$ cat config.mk
export PLATFORM = sky130hd
export DESIGN_NAME = fetch_buffer
export DESIGN_NICKNAME = d
export VERILOG_FILES = /design/src/rtl/fetch_pkg.sv /design/src/rtl/fetch_buffer_mem.sv /design/src/rtl/fetch_buffer.sv
export SDC_FILE = /design/constraint.sdc
export NUM_CORES = 1
export LEC_CHECK = 0
export ABC_AREA = 0
export CAP_MARGIN = 0
export CORE_AREA = 2 2 180 182
export DETAILED_ROUTE_END_ITERATION = 10
export DIE_AREA = 0 0 182 184
export PLACE_DENSITY = 0.62
export SLEW_MARGIN = 30
export SYNTH_ARGS = -nofsm -noshare
export SYNTH_HDL_FRONTEND = slang
export SYNTH_SLANG_ARGS = --single-unit
$ cat constraint.sdc
create_clock -name clk_i -period 9.1 [get_ports clk_i]
set_input_delay 1.365 -clock clk_i [delete_from_list [all_inputs] [get_ports clk_i]]
set_output_delay 1.365 -clock clk_i [all_outputs]
set_load 0.03 [all_outputs]
$ cat src/rtl/fetch_pkg.sv
// rtl/fetch_pkg.sv - shared types and constants for the fetch buffer
package fetch_pkg;

  localparam int FETCH_ADDR_W = 32;
  localparam int FETCH_DATA_W = 32;

  localparam logic [31:0] NOP_INSTR = 32'h0000_0000;
  localparam int          PC_STEP   = 4;

  typedef struct packed {
    logic [FETCH_ADDR_W-1:0] pc;
    logic [FETCH_DATA_W-1:0] instr;
  } fetch_entry_t;

endpackage

$ cat src/rtl/fetch_buffer_mem.sv
// rtl/fetch_buffer_mem.sv - DEPTH-entry register array, one sync write port, one async read port
module fetch_buffer_mem
  import fetch_pkg::*;
#(
  parameter int DEPTH = 4,
  parameter int IDX_W = $clog2(DEPTH)
) (
  input  logic               clk_i,
  input  logic               we_i,
  input  logic [IDX_W-1:0]   waddr_i,
  input  fetch_entry_t       wdata_i,
  input  logic [IDX_W-1:0]   raddr_i,
  output fetch_entry_t       rdata_o
);

  // Contents are don't-care after reset, so the array carries no reset.
  fetch_entry_t mem_q [DEPTH];

  always_ff @(posedge clk_i) begin
    if (we_i) begin
      mem_q[waddr_i] <= wdata_i;
    end
  end

  assign rdata_o = mem_q[raddr_i];

endmodule

$ cat src/rtl/fetch_buffer.sv
// rtl/fetch_buffer.sv - IF-to-ID decoupling FIFO; FETCH_BUFFER_BYPASS_EN enables empty-queue bypass
module fetch_buffer
  import fetch_pkg::*;
#(
  parameter int DEPTH  = 4,
  parameter int ADDR_W = FETCH_ADDR_W,
  parameter int DATA_W = FETCH_DATA_W
) (
  input  logic                     clk_i,
  input  logic                     rst_i,
  input  logic                     flush_i,
  input  logic                     fetch_valid_i,
  input  logic [ADDR_W-1:0]        fetch_pc_i,
  input  logic [DATA_W-1:0]        fetch_instr_i,
  output logic                     fetch_ready_o,
  output logic                     dec_valid_o,
  output logic [ADDR_W-1:0]        dec_pc_o,
  output logic [ADDR_W-1:0]        dec_pcplus4_o,
  output logic [DATA_W-1:0]        dec_instr_o,
  input  logic                     dec_ready_i,
  output logic [$clog2(DEPTH):0]   count_o
);

  localparam int PTR_W = $clog2(DEPTH) + 1;
  localparam int IDX_W = PTR_W - 1;

  logic [PTR_W-1:0] wr_ptr_q, wr_ptr_d;
  logic [PTR_W-1:0] rd_ptr_q, rd_ptr_d;
  logic [PTR_W-1:0] count_q, count_d;

  fetch_entry_t wr_entry, rd_entry, head;
  logic         mem_valid, bypass, wr_en, rd_en;

  assign wr_entry      = '{pc: fetch_pc_i, instr: fetch_instr_i};
  assign fetch_ready_o = (count_q != PTR_W'(DEPTH));
  assign mem_valid     = (count_q != '0);
  assign count_o       = count_q;

`ifdef FETCH_BUFFER_BYPASS_EN
  assign bypass = (count_q == '0) & fetch_valid_i & ~flush_i;
`else
  assign bypass = 1'b0;
`endif

  assign dec_valid_o = mem_valid | bypass;

  // A bypassed entry taken by decode in the same cycle is never stored.
  assign wr_en = fetch_valid_i & fetch_ready_o & ~flush_i & ~(bypass & dec_ready_i);
  assign rd_en = mem_valid & dec_ready_i & ~flush_i;

  always_comb begin
    wr_ptr_d = wr_ptr_q;
    rd_ptr_d = rd_ptr_q;
    count_d  = count_q;
    if (flush_i) begin
      wr_ptr_d = '0;
      rd_ptr_d = '0;
      count_d  = '0;
    end else begin
      if (wr_en) wr_ptr_d = wr_ptr_q + 1'b1;
      if (rd_en) rd_ptr_d = rd_ptr_q + 1'b1;
      case ({wr_en, rd_en})
        2'b10:   count_d = count_q + 1'b1;
        2'b01:   count_d = count_q - 1'b1;
        default: count_d = count_q;
      endcase
    end
  end

  always_ff @(posedge clk_i or negedge rst_i) begin
    if (!rst_i) begin
      wr_ptr_q <= '0;
      rd_ptr_q <= '0;
      count_q  <= '0;
    end else begin
      wr_ptr_q <= wr_ptr_d;
      rd_ptr_q <= rd_ptr_d;
      count_q  <= count_d;
    end
  end

  fetch_buffer_mem #(
    .DEPTH (DEPTH),
    .IDX_W (IDX_W)
  ) u_mem (
    .clk_i   (clk_i),
    .we_i    (wr_en),
    .waddr_i (wr_ptr_q[IDX_W-1:0]),
    .wdata_i (wr_entry),
    .raddr_i (rd_ptr_q[IDX_W-1:0]),
    .rdata_o (rd_entry)
  );

  always_comb begin
    head = bypass ? wr_entry : rd_entry;
  end

  assign dec_pc_o      = dec_valid_o ? head.pc : '0;
  assign dec_pcplus4_o = dec_valid_o ? head.pc + ADDR_W'(PC_STEP) : '0;
  assign dec_instr_o   = dec_valid_o ? head.instr : DATA_W'(NOP_INSTR);

endmodule

# Word-level counts from Yosys, hierarchy flattened
# Memory sizes are Yosys's and may differ from the RTL's.
# Index checks and enable logic that the tools add are counted.
# op_classes
bitwise	5
reduce_logical	4
n_mul	0
order_cmp	0
eq_ne	3
n_mux	11
n_shift	0
addsub	5
div	0
# op_table
cell	count
2-to-1 mux 32 bit	3
adder 32 x 3 -> 32 bit, second input constant	1
2-to-1 mux 3 bit	5
adder 3 x 1 -> 3 bit, second input constant	3
one-hot mux 3 bit (2 select lines)	1
nonzero test 3 bit	2
AND 1 bit	4
nonzero test 2 bit	2
inequality test 3 bit, second input constant	1
subtractor 3 x 1 -> 3 bit, second input constant	1
== test 2 x 1 -> 1 bit, second input constant	1
== test 2 bit, second input constant	1
2-to-1 mux 1 bit	2
NOT 1 bit	1
# word_totals
output_inout_bits	101
rom_bits	0
wordCells	32
latch_bits	0
mem_bits_rw	256
n_memories	1
reg_bits	9
in_bits	69
# memory_table
memory	depth	width	rd	rd_clocked_by_memory_dff	wr	line_no	rtl
u_mem.mem_q	4	64	1	0	1	fetch_buffer_mem.sv:17	fetch_entry_t mem_q [DEPTH];

# Depth between registers and ports, before layout
# logic_depth
depth_word	6
ltp_mapped	8
mapped_depth_nobuf	7

# Cells and area by module
# Synthesis repeated with hierarchy kept, for this count alone.
# unflattened
hier_cells	570
hier_area_um2	10935.5
# modules_own_cells
mod	n_inst	seq_area_each_um2	cells_each	area_per_inst_um2
fetch_buffer_mem	1	7687.4	338	9341.5
fetch_buffer	1	175.2	232	1594.0

# Least setup slack after synthesis
# No wires, ideal clock.
# synth_timing
path_kind	reg2out
from	register rd_ptr_q[0]
to	output dec_pcplus4_o[27]
required_time_ps	7735
setup_slack_ps	5141
stages_incl_launch_ff	8
t_arrival_ps	2594
n_path_buf	2
cell_sequence	dfrtp_1 > buf_6 > mux4_2 > nand4_4 > or3_1 > buf_2 > or4_1 > a21oi_1
# synth_via
elab_chain_cells	3
# synth_lines
item	line_no	rtl
start, declared	fetch_buffer.sv:28	logic [PTR_W-1:0] rd_ptr_q, rd_ptr_d;
start signal, assigned	fetch_buffer.sv:77	rd_ptr_q <= rd_ptr_d;
memory (4 x 64 bit)	--	
adder 32 x 3 -> 32 bit	fetch_buffer.sv:99	assign dec_pcplus4_o = dec_valid_o ? head.pc + ADDR_W'(PC_STEP) : '0;
2-to-1 mux 32 bit	fetch_buffer.sv:99	
end, declared	fetch_buffer.sv:18	output logic [ADDR_W-1:0] dec_pcplus4_o,
# No other way between the ends.

# Worst setup path after layout
# layout_timing
from	register rd_ptr_q[0]
to	output dec_pcplus4_o[25]
# Same word-level chain as after synthesis.

==> flow_summary.ini <==
[layout]
fillers = 2717
syn2layout_area_growth_pct = 28.6
final_net_count = 833
drive_gt1_share_pct = 16.3
final_common_cell = edfxtp_1
final_cell_mix = edfxtp_1 (256), clkdlybuf4s50_1 (169), mux4_2 (63), and2_1 (57), nor2_1 (40)

[sta]
rsz0062_at_grt = false
whs_ns = 0.588
min_period_ns = 5.53
max_freq_ghz = 0.181
finalHoldViolCount = 0
slew_headroom_pct = 42.4
fin_crit_sh_pct = 60.8
finalSetupTns_ns = 0
setup_violations = 0
worst_pin_slew_ns = 0.864
fin_skew_ns = 0.00486
slew_viol_final = 0

[global_route]
gr-usage-all-layers_pct = 13.8
grt_max_degree = 66
first_global_vias = 6170
grt_first_pass_wirelength_mm = 35.7
antenna_found_initial = 2
gr-total-overflow = 0

[cts]
cts_tree = built
ctsHoldBuffers = 0
insertion_delay_ns = 0.53
h-tree-depth = 1
post_cts_buffers = 0
cts_resized = 0
clkSinkCount = 263
numCtsBuffers = 28
clk_pin_slew_ns = 0.06
cts.path.max_buffers = 3
cts_root_buffer = clkbuf_16

[logic_synthesis]
syn_area_um2 = 10900
ys_seq_elements = 263
synth.distinct_cells = 42
yosysSeqAreaShare_pct = 72.4
ys.warnings.count = 0
netlist_instances = 581
syn_nets = 656
avgSynthCellArea_um2 = 18.7

[placement]
gp_congestion = 0.844
hpwlAfterDp_mm = 15.0
portBuffers = 169

[power_and_ir_drop]
p_leak_uw = 0.00443
ir_worst_vdd_mv = 0.177
p_per_area_nw_per_um2 = 334

[setup_path]
crit_buf_inv = 1
path_class = flop to output pin
critPathMaxFanout = 41
max_stage_delay_ns = 0.98
cpMaxStageDelayCell = dfrtp_4
crit_chain = mux4_1 -> nand4_4 -> or3_1 -> or4_1 -> a21oi_1 -> clkdlybuf4s50_1
worstPathArrival_ns = 4.17
r2r_cells = 5
start_kind = flop
end_kind = output pin
crit_required_ns = 7.74
cp.depth = 6
cp_top_family = simple AND/OR/NAND/NOR gates

[floorplanning]
io_pins = 170
row_count = 65
die_area_um2 = 33500
coreArea_um2 = 31400
die_w_um = 182
start_util_pct = 34.6
die_h_um = 184

[detailed_routing]
drtAntennaViolNets = 0
viasPerCell = 4.90
dr.pass1.iters = 4
post_drt_wl_per_cell_um = 19.7
vias = 5802
drt-initial-drc-count = 263
drc = 0
routed_wl_mm = 23.3

[hold_path]
hp-class = flop to flop
whs_path_depth = 2

[flow_run]
cap_violations = 0

[outcome]
status = finished clean
metrics by stage:
step / instance area [um^2] / cells / setup slack, ns / total power, uW / utilization, %
6_report: 14000 / 1184 / 3.57 / 4660 / 44.5
5_1_grt: 14000 / 1181 / 3.31 / 4880 / 44.5
4_1_cts: 13900 / 1180 / 3.47 / 4730 / 44.4
3_5_place_dp: 13000 / 1129 / 4.05 / 3610 / 41.5
3_3_place_gp: 12900 / 1125 / 4.08 / 3600 / 41.2
2_1_floorplan: 10900 / 581 / 5.14 / 2810 / -
power by group:
part           internal, uW  switching, uW
Sequential             1420           85.9
Combinational           870           1190
Clock                   660            443
Total                  2950           1720
worst paths after layout:
kind / start / endpoint / slack (ns)
setup / recovery: rd_ptr_q[0]$_DFFE_PN0P_ / dec_pcplus4_o[25] / 3.57
hold / removal: wr_ptr_q[1]$_DFFE_PN0P_ / wr_ptr_q[1]$_DFFE_PN0P_ / 0.59
setup reg to reg: count_o[2]$_DFFE_PN0P_ / u_mem.mem_q[0][2]$_DFFE_PP_ / 6.79
hold reg to reg: wr_ptr_q[1]$_DFFE_PN0P_ / wr_ptr_q[1]$_DFFE_PN0P_ / 0.59
max in group asynchronous: rst_i / rd_ptr_q[1]$_DFFE_PN0P_ / 7.73
min in group asynchronous: rst_i / count_o[1]$_DFFE_PN0P_ / 1.10
state kept, by name (all words and copies together), names as in the netlist:
| register | count |
|---|---|
| wr_ptr_q | 2 |
| u_mem.mem_q | 256 |
| rd_ptr_q | 2 |
| count_o | 3 |
per-layer routing:
layer	vias to the layer above	routed length [um]	track usage (%)
li1	2667	-	-
met1	2921	10100	18.0
met2	174	11300	23.8
met3	40	1380	3.17
met4	0	467	2.90
met5	-	0	0
worst min-delay path, cell delays in order, from the launching register on:
cell and delay [ns]:
dfrtp_1 0.42, nand2_1 0.07, a21oi_1 0.06
final cells by class:
type,count,area (um^2),share of cell area [%]
Clock buffer,31,733,5.25
Antenna cell,3,7.51,0.0537
Timing Repair Buffer,177,1820,13.0
Inverter,11,41.3,0.296
Tap cell,402,503,3.60
Multi-Input combinational cell,277,2820,20.2
Clock inverter,20,171,1.23
Sequential cell,263,7870,56.3
cells in the mapped netlist:
master | number | area (um^2)
a31o_2 | 1 | 8.76
o41ai_1 | 1 | 8.76
or3b_2 | 1 | 8.76
o21ai_0 | 2 | 10.0
nor2b_1 | 1 | 6.26
edfxtp_1 | 256 | 7690
or4_1 | 3 | 22.5
buf_1 | 3 | 11.3
mux4_1 | 1 | 26.3
nand3b_1 | 1 | 7.51
buf_6 | 2 | 22.5
nand4_2 | 1 | 12.5
nand4_1 | 3 | 18.8
mux2_1 | 9 | 101
buf_8 | 1 | 15.0
or2_1 | 1 | 6.26
dfrtp_1 | 7 | 175
fa_1 | 1 | 20.0
xnor2_1 | 12 | 105
and3_1 | 3 | 18.8
nor3_1 | 8 | 40.0
clkbuf_1 | 14 | 52.6
mux4_2 | 63 | 1420
nand4_4 | 1 | 21.3
mux2i_1 | 2 | 20.0
nor2_1 | 40 | 150
nand3_2 | 1 | 10.0
ha_1 | 5 | 62.6
and4_1 | 1 | 8.76
nor3_2 | 1 | 10.0
nand2_1 | 9 | 33.8
o31ai_1 | 4 | 30.0
buf_2 | 8 | 40.0
or3_1 | 5 | 31.3
buf_4 | 2 | 15.0
a21oi_1 | 9 | 45.0
nand3_1 | 14 | 70.1
xor2_1 | 5 | 43.8
and2_1 | 61 | 382
nand4b_1 | 1 | 8.76
inv_1 | 11 | 41.3
nor4_1 | 6 | 37.5
cell families (layout without fill, tap and decap cells):
logic type | count (synthesis) | count (layout) | share of synthesized area [%]
flops | 263 | 263 | 72.4
simple gates | 162 | 162 | 8.33
mux | 75 | 75 | 14.4
buf+inv | 41 | 239 | 1.82
compound gates | 17 | 17 | 0.944
xor+xnor | 17 | 17 | 1.37
fa+ha+maj | 6 | 6 | 0.760
other cells | 0 | 3 | 0
(Power assumes the default switching activity.)
